==> src/rtl/fp_mult_feeder_if.sv <==
`default_nettype none
// +------------------------------------------------------------------+
// | fp_mult_feeder_if : operand-in / result-out handshake bundle       |
// | Revision: 1.0                                                     |
// +------------------------------------------------------------------+
interface fp_mult_feeder_if #(
  parameter int DATA_WIDTH = 32
);
  logic                  in_valid;
  logic                  in_ready;
  logic [DATA_WIDTH-1:0] in_a;
  logic [DATA_WIDTH-1:0] in_b;
  logic                  out_valid;
  logic                  out_ready;
  logic [DATA_WIDTH-1:0] out_data;
  logic [3:0]            out_flags;

  modport master (
    output in_valid, in_a, in_b, out_ready,
    input  in_ready, out_valid, out_data, out_flags
  );

  modport slave (
    input  in_valid, in_a, in_b, out_ready,
    output in_ready, out_valid, out_data, out_flags
  );
endinterface
`default_nettype wire

==> src/rtl/fp_mult_feeder.sv <==
`default_nettype none
// +------------------------------------------------------------------+
// | fp_mult_feeder : operand FIFO + IEEE special-case fixup for fp_mult|
// | Revision: 1.0                                                     |
// +------------------------------------------------------------------+
module fp_mult_feeder #(
  parameter int DATA_WIDTH = 32,
  parameter int FIFO_DEPTH = 4
) (
  input  logic                        clk,
  input  logic                        rst,
  fp_mult_feeder_if.slave             bus,
  output logic [DATA_WIDTH-1:0]       mul_a,
  output logic [DATA_WIDTH-1:0]       mul_b,
  input  logic [DATA_WIDTH-1:0]       mul_p,
  output logic [$clog2(FIFO_DEPTH):0] count
);
  localparam int AW = $clog2(FIFO_DEPTH);
  localparam int CW = AW + 1;

  logic [DATA_WIDTH-1:0] mem_a_q [FIFO_DEPTH];
  logic [DATA_WIDTH-1:0] mem_a_d [FIFO_DEPTH];
  logic [DATA_WIDTH-1:0] mem_b_q [FIFO_DEPTH];
  logic [DATA_WIDTH-1:0] mem_b_d [FIFO_DEPTH];
  logic [AW-1:0]         wr_ptr_q, wr_ptr_d;
  logic [AW-1:0]         rd_ptr_q, rd_ptr_d;
  logic [CW-1:0]         count_q, count_d;
  logic                  out_valid_q, out_valid_d;
  logic [DATA_WIDTH-1:0] out_data_q, out_data_d;
  logic [3:0]            out_flags_q, out_flags_d;

  logic                  push, pop, empty;
  logic [DATA_WIDTH-1:0] res_data;
  logic [3:0]            res_flags;
  logic [7:0]            ea, eb;
  logic                  a_nan, b_nan, a_inf, b_inf, a_zero, b_zero, sg;
  logic [9:0]            exp_sum;
  logic signed [10:0]    exp_unb;

  assign empty        = (count_q == '0);
  assign bus.in_ready = !rst && (count_q < CW'(FIFO_DEPTH));
  assign push         = bus.in_valid && bus.in_ready;
  assign pop          = !empty && (!out_valid_q || bus.out_ready);

  assign mul_a = empty ? '0 : mem_a_q[rd_ptr_q];
  assign mul_b = empty ? '0 : mem_b_q[rd_ptr_q];

  assign bus.out_valid = out_valid_q;
  assign bus.out_data  = out_data_q;
  assign bus.out_flags = out_flags_q;
  assign count         = count_q;

  // Classify the head pair and override the raw multiplier product.
  always_comb begin
    ea      = mul_a[30:23];
    eb      = mul_b[30:23];
    a_nan   = (ea == 8'hFF) && (mul_a[22:0] != '0);
    b_nan   = (eb == 8'hFF) && (mul_b[22:0] != '0);
    a_inf   = (ea == 8'hFF) && (mul_a[22:0] == '0);
    b_inf   = (eb == 8'hFF) && (mul_b[22:0] == '0);
    a_zero  = (ea == 8'h00);
    b_zero  = (eb == 8'h00);
    sg      = mul_a[31] ^ mul_b[31];
    exp_sum = {2'b00, ea} + {2'b00, eb};
    exp_unb = $signed({1'b0, exp_sum}) - 11'sd127;

    res_data  = mul_p;
    res_flags = 4'b0000;
    if (a_nan || b_nan || (a_inf && b_zero) || (b_inf && a_zero)) begin
      res_data  = 32'h7FC0_0000;
      res_flags = 4'b1000;
    end else if (a_inf || b_inf) begin
      res_data  = {sg, 8'hFF, 23'd0};
      res_flags = 4'b0100;
    end else if (a_zero || b_zero) begin
      res_data  = {sg, 31'd0};
      res_flags = 4'b0010;
    end else if ((exp_unb >= 11'sd255) ||
                 ((exp_unb == 11'sd254) && (mul_p[30:23] != 8'hFE))) begin
      // At the top boundary a normalisation carry pushes the product out of range.
      res_data  = {sg, 8'hFF, 23'd0};
      res_flags = 4'b0101;
    end else if ((exp_unb < 11'sd0) ||
                 ((exp_unb == 11'sd0) && (mul_p[30:23] != 8'h01))) begin
      res_data  = {sg, 31'd0};
      res_flags = 4'b0011;
    end
  end

  always_comb begin
    mem_a_d     = mem_a_q;
    mem_b_d     = mem_b_q;
    wr_ptr_d    = wr_ptr_q;
    rd_ptr_d    = rd_ptr_q;
    count_d     = count_q;
    out_valid_d = out_valid_q;
    out_data_d  = out_data_q;
    out_flags_d = out_flags_q;

    if (push) begin
      mem_a_d[wr_ptr_q] = bus.in_a;
      mem_b_d[wr_ptr_q] = bus.in_b;
      wr_ptr_d          = wr_ptr_q + 1'b1;
    end

    if (pop) begin
      rd_ptr_d    = rd_ptr_q + 1'b1;
      out_valid_d = 1'b1;
      out_data_d  = res_data;
      out_flags_d = res_flags;
    end else if (bus.out_ready) begin
      out_valid_d = 1'b0;
    end

    case ({push, pop})
      2'b10:   count_d = count_q + 1'b1;
      2'b01:   count_d = count_q - 1'b1;
      default: count_d = count_q;
    endcase
  end

  always_ff @(posedge clk or posedge rst) begin
    if (rst) begin
      mem_a_q     <= '{default: '0};
      mem_b_q     <= '{default: '0};
      wr_ptr_q    <= '0;
      rd_ptr_q    <= '0;
      count_q     <= '0;
      out_valid_q <= 1'b0;
      out_data_q  <= '0;
      out_flags_q <= '0;
    end else begin
      mem_a_q     <= mem_a_d;
      mem_b_q     <= mem_b_d;
      wr_ptr_q    <= wr_ptr_d;
      rd_ptr_q    <= rd_ptr_d;
      count_q     <= count_d;
      out_valid_q <= out_valid_d;
      out_data_q  <= out_data_d;
      out_flags_q <= out_flags_d;
    end
  end
endmodule
`default_nettype wire

==> src/flat_wrapper.sv <==
// flat-port wrapper written by rule: the top's interface ports become plain ports
module fp_mult_feeder_flat 
#(
  parameter int DATA_WIDTH = 32,
  parameter int FIFO_DEPTH = 4
)
  (clk, rst, mul_a, mul_b, mul_p, count, bus_in_valid, bus_in_a, bus_in_b, bus_out_ready, bus_in_ready, bus_out_valid, bus_out_data, bus_out_flags);
  fp_mult_feeder_if #(.DATA_WIDTH(DATA_WIDTH)) bus_i ();
  input  logic clk;
  input  logic rst;
  output logic [DATA_WIDTH-1:0] mul_a;
  output logic [DATA_WIDTH-1:0] mul_b;
  input  logic [DATA_WIDTH-1:0] mul_p;
  output logic [$clog2(FIFO_DEPTH):0] count;
  input wire logic [$bits(bus_i.in_valid)-1:0] bus_in_valid;
  input wire logic [$bits(bus_i.in_a)-1:0] bus_in_a;
  input wire logic [$bits(bus_i.in_b)-1:0] bus_in_b;
  input wire logic [$bits(bus_i.out_ready)-1:0] bus_out_ready;
  output wire logic [$bits(bus_i.in_ready)-1:0] bus_in_ready;
  output wire logic [$bits(bus_i.out_valid)-1:0] bus_out_valid;
  output wire logic [$bits(bus_i.out_data)-1:0] bus_out_data;
  output wire logic [$bits(bus_i.out_flags)-1:0] bus_out_flags;
  assign bus_i.in_valid = bus_in_valid;
  assign bus_i.in_a = bus_in_a;
  assign bus_i.in_b = bus_in_b;
  assign bus_i.out_ready = bus_out_ready;
  assign bus_in_ready = bus_i.in_ready;
  assign bus_out_valid = bus_i.out_valid;
  assign bus_out_data = bus_i.out_data;
  assign bus_out_flags = bus_i.out_flags;
  fp_mult_feeder #(.DATA_WIDTH(DATA_WIDTH), .FIFO_DEPTH(FIFO_DEPTH)) u_core (.clk(clk), .rst(rst), .bus(bus_i), .mul_a(mul_a), .mul_b(mul_b), .mul_p(mul_p), .count(count));
endmodule
==> config.mk <==
export PLATFORM = sky130hd
export DESIGN_NAME = fp_mult_feeder_flat
export DESIGN_NICKNAME = d
export VERILOG_FILES = /design/src/rtl/fp_mult_feeder_if.sv /design/src/rtl/fp_mult_feeder.sv /design/src/flat_wrapper.sv
export SDC_FILE = /design/constraint.sdc
export NUM_CORES = 1
export LEC_CHECK = 0
export ABC_AREA = 1
export CAP_MARGIN = 5
export CORE_UTILIZATION = 52
export DETAILED_ROUTE_END_ITERATION = 10
export PLACE_DENSITY = 0.77
export SLEW_MARGIN = 20
export SYNTH_ARGS = -nofsm -noshare
export SYNTH_HDL_FRONTEND = slang
export SYNTH_SLANG_ARGS = --single-unit
==> constraint.sdc <==
create_clock -name clk -period 15.7 [get_ports clk]
set_input_delay 3.925 -clock clk [delete_from_list [all_inputs] [get_ports clk]]
set_output_delay 3.925 -clock clk [all_outputs]
set_load 0.01 [all_outputs]
* Yosys cells after proc, flatten, opt, wreduce, memory -nomap -nowiden
Index checks and enable logic that the tools add are counted.
Widths: inputs -> output; s select.
** Word-level totals
- Bits in registers :: 300
- Bits of input ports :: 100
- Output and inout bits :: 105
- Word-level logic and storage cells :: 94
** Cells by class
- Add/sub/neg operators :: 6
- $lt $le $gt $ge :: 6
- Eq/ne operators :: 7
- Muxes and demuxes :: 25
- Bitwise operators :: 3
- Reductions and logical operators :: 33
** Operators with widths (number)
- $mux 32 :: 12
- $bwmux 128 :: 2
- $bmux 32 s2 :: 2
- $demux 32 s2 :: 1
- $logic_not 23->1 :: 2
- $reduce_bool 23->1 :: 2
- $eq 8x8->1 const B :: 2
- $logic_not 8->1 :: 2
- $mux 4 :: 4
- $logic_and 1x1->1 :: 12
- $eq 11x9->1 const B :: 1
- $ge 11x9->1 const B :: 1
- $logic_not 11->1 :: 1
- $lt 11x1->1 const B :: 1
- $sub 10x7->11 const B :: 1
- $add 8x8->9 :: 1
- $logic_or 1x1->1 :: 8
- $ne 8x1->1 const B :: 1
- $ne 8x8->1 const B :: 1
- $ge 3x3->1 const B :: 2
- $not 2->3 :: 2
- $pmux 3 s2 :: 1
- $add 2x1->2 const B :: 2
- $reduce_bool 2->1 :: 2
- 11 further kinds :: 14

* Depth between registers and ports, before layout
- Word-level depth :: 15
- Gate-level depth with buffers :: 27
- Gate-level depth less buffers :: 24

* Least setup slack after synthesis
No wires, ideal clock.
- Path kind :: input to output
- Start :: input rst
- End :: output bus_in_ready
- Arrival :: 4.111 ns
- Required time :: 11.775 ns
- Slack :: 7.664 ns
- Stages on the path :: 1
- Buffers on the path :: 0
- Path through :: nor2_1
** Between the ends
- Cells in the longest elaborated chain, start to end :: 2
** RTL lines
- from (decl) :: line flat_wrapper.sv:10 : input logic rst;
- $logic_not 1->1 :: line fp_mult_feeder.sv:41 : assign bus.in_ready = !rst && (count_q < CW'(FIFO_DEPTH));
- $logic_and 1x1->1 :: line fp_mult_feeder.sv:41
- to (decl) :: line flat_wrapper.sv:19 : output wire logic [$bits(bus_i.in_ready)-1:0] bus_in_ready;
No other way between the ends.

* Final worst setup path
Same ends and word-level chain as after synthesis.

==> flow_summary.yaml <==
status:
  status: "complete, no violations"
synthesis:
  synth_mux_area_share_pct: 0
  synthFlopType: "dfrtp_1"
  synth_top_family_by_area: "simple AND/OR/NAND/NOR gates"
  synth_seq_area_share_pct: 51.4
  ys_ff_latch: 300
  synth-xor-area-share_pct: 0.300
  yosys_warnings: 0
  synth-edff-count: 0
  synth_top_cell_by_area: "dfrtp_1"
  synthAdderAreaFrac_pct: 1.47
  netlist_instances: 1813
  syn-num-nets: 1929
  synth_area_mm2: 0.0146
  synth_area_per_cell_um2: 8.05
  synth_cell_types: 39
  netlist_top_cells_area: "dfrtp_1 51%, o21ai_0 12%, nand2_1 11%"
  synth_top_area_share_pct: 51.4
  synthArstFlopShare_pct: 100
  synth-compound-area-share_pct: 17.0
  synthSimpleGateAreaFrac_pct: 22.7
setup_path:
  r2r_end: "u_core.bus.out_data[31]"
  end_kind: "output pin"
  rr_startpoint: "u_core.rd_ptr_q[0]"
  cp_cell_sequence: "clkdlybuf4s50_1 -> nor2_1 -> clkdlybuf4s50_1"
  path_class: "input pin to output pin"
  cp-start-kind: "input pin"
  reg2regPathDepth: 21
  crit_fanout: 2
  worst_path_most_repeated_cell: "clkdlybuf4s50_1"
  critPathSlowestCell: "clkdlybuf4s50_1"
  arrival_ns: 5.19
  required_ns: 11.77
  reg2reg_slack_ns: 10.12
  max_stage_delay_ns: 0.56
floorplanning:
  io_pins: 205
  dieArea_mm2: 0.0287
  fp-row-count: 60
  initial_core_util_pct: 53.6
  core_mm2: 0.0273
  dieHeight_um: 170
  die_w_um: 170
clock_tree:
  cts_setup_buffers: 0
  hold_buffers: 0
  cts_resized: 0
  cts_tree: "yes"
  clk_latency_ns: 0.51
  h-tree-depth: 2
  cts_made_buffers: 34
  cts.clk_slew.worst_paths_ns: 0.05
  numClockSinks: 300
  clock_path_buffers: 3
  cts_root_buf: "clkbuf_16"
routing:
  drc: 0
  dr.pass1.iters: 5
  drtAntennaViolNets: 0
  routedWlPerCell_um: 16.2
  via_per_inst: 5.50
  wl_um: 37900
  vias: 12900
  drt-initial-drc-count: 1272
timing:
  finalSetupTns_ns: 0
  post-route-period-util_pct: 58.1
  hold_viol_final: 0
  rsz0062_at_grt: "no"
  setup_viol_count_final: 0
  drv_slew: 0
  fin_crit_ns: 9.12
  max_slew.worst_pin.slew_ns: 1.05
  fin_worst_skew_ns: 0.0212
  max_freq_mhz: 110
  slew_headroom_pct: 30.0
finish:
  fillers: 2312
  num-nets-final: 2068
  fin_area_mm2: 0.0178
  area_growth_pct: 22.0
  final_common_cell: "nand2_1"
  multiInputGateArea_mm2: 0.00607
  drive_gt1_share_pct: 7.85
  layout_common_cells: "436 x nand2_1, 340 x o21ai_0, 298 x dfrtp_1"
  regArea_mm2: 0.00751
run:
  cap_violations: 0
placement:
  gp_congestion: 0.901
  dp_hpwl_um: 23200
  postPlaceCellArea_mm2: 0.0166
  io_buffer_count: 204
power_and_ir_drop:
  peakVddDrop_uv: 192
  powerDensity_mw_per_mm2: 266
  p_leak_nw: 8.41
  total_power_w: 0.00474
global_route:
  grt_pass1_vias: 12400
  grt_pass1_wl_um: 62600
  antenna_found_initial: 3
  grt-ovfl-total: 0
  grt_max_degree: 152
  grtUsageTotal_pct: 27.1
min_path:
  hold_class: "register to register"
  hold_end: "u_core.bus.out_data[31]"
  hp-start: "u_core.bus.out_data[31]"
  hold_depth: 2
==> synth_stat cells, drive strengths merged (6+ instances only) <==
cell	instances
nor2	246
inv	119
dfrtp	300
ha	14
buf	48
nand2	459
nand4	12
clkbuf	64
a21oi	75
o21ai	380
a221oi	6
nand3	51
nor4	16
==> area by class of cell <==
cell class                      count  area share (%)
Timing Repair Buffer              215            12.0
Clock buffer                       45            5.40
Tap cell                          372            2.61
Antenna cell                        2          0.0281
Clock inverter                     13            1.06
Inverter                          121            2.64
Sequential cell                   300            42.2
Multi-Input combinational cell   1280            34.1
==> worst max-delay path, delay by kind of cell <==
family	cells	cell delay (ns)
buffers and inverters	2	1.09
AND/OR/NAND/NOR	1	0.18
==> stage by stage <==
| stage | hold WS (ns) | std cells | util (%) | worst slack (ns) |
|---|---|---|---|---|
| 5_1_grt | 0.495 | 2346 | 65.3 | 6.52 |
| 6_report | 0.476 | 2348 | 65.3 | 6.58 |
| 3_5_place_dp | 0.465 | 2288 | 61.1 | 6.60 |
| 2_1_floorplan | 0.448 | 1813 | - | 3.49 |
| 3_3_place_gp | 0.461 | 2288 | 61.1 | 6.61 |
| 4_1_cts | 0.480 | 2346 | 65.3 | 6.59 |
==> logic make-up after synthesis <==
| family | Yosys count |
|---|---|
| buf+inv | 233 |
| flops | 300 |
| simple gates | 791 |
| fa+ha+maj | 16 |
| xor+xnor | 5 |
| compound gates | 468 |
==> report_power, final <==
part           total, W  switching, W  internal [W]
sequential      0.00132      0.000196       0.00112
clock          0.000811      0.000314      0.000498
combinational   0.00261       0.00161       0.00100
==> registers in the layout, summed over array words and instances, names as in the netlist <==
register,count
u_core.count,3
u_core.bus.out_data,32
u_core.mem_b_q,128
u_core.mem_a_q,128
u_core.bus.out_valid,1
u_core.bus.out_flags,4
u_core.wr_ptr_q,2
u_core.rd_ptr_q,2
==> per-layer routing <==
| layer | GRT usage (%) | part of all wire, % |
|---|---|---|
| met5 | 0 | 0.029 |
| met4 | 8.50 | 2.7 |
| met3 | 4.69 | 7.1 |
| met2 | 44.0 | 47 |
| met1 | 37.2 | 44 |
==> how the worst max path moves through the flow <==
stage          depth (start not counted)  start  slack (ns)                      to
2_1_floorplan                          1    rst        3.49  u_core.bus.out_data[0]
3_3_place_gp                           3    rst        6.61            bus_in_ready
3_5_place_dp                           3    rst        6.60            bus_in_ready
4_1_cts                                3    rst        6.59            bus_in_ready
5_1_grt                                3    rst        6.52            bus_in_ready
6_report                               3    rst        6.58            bus_in_ready
No activity file was read; power rests on OpenSTA's default activity.
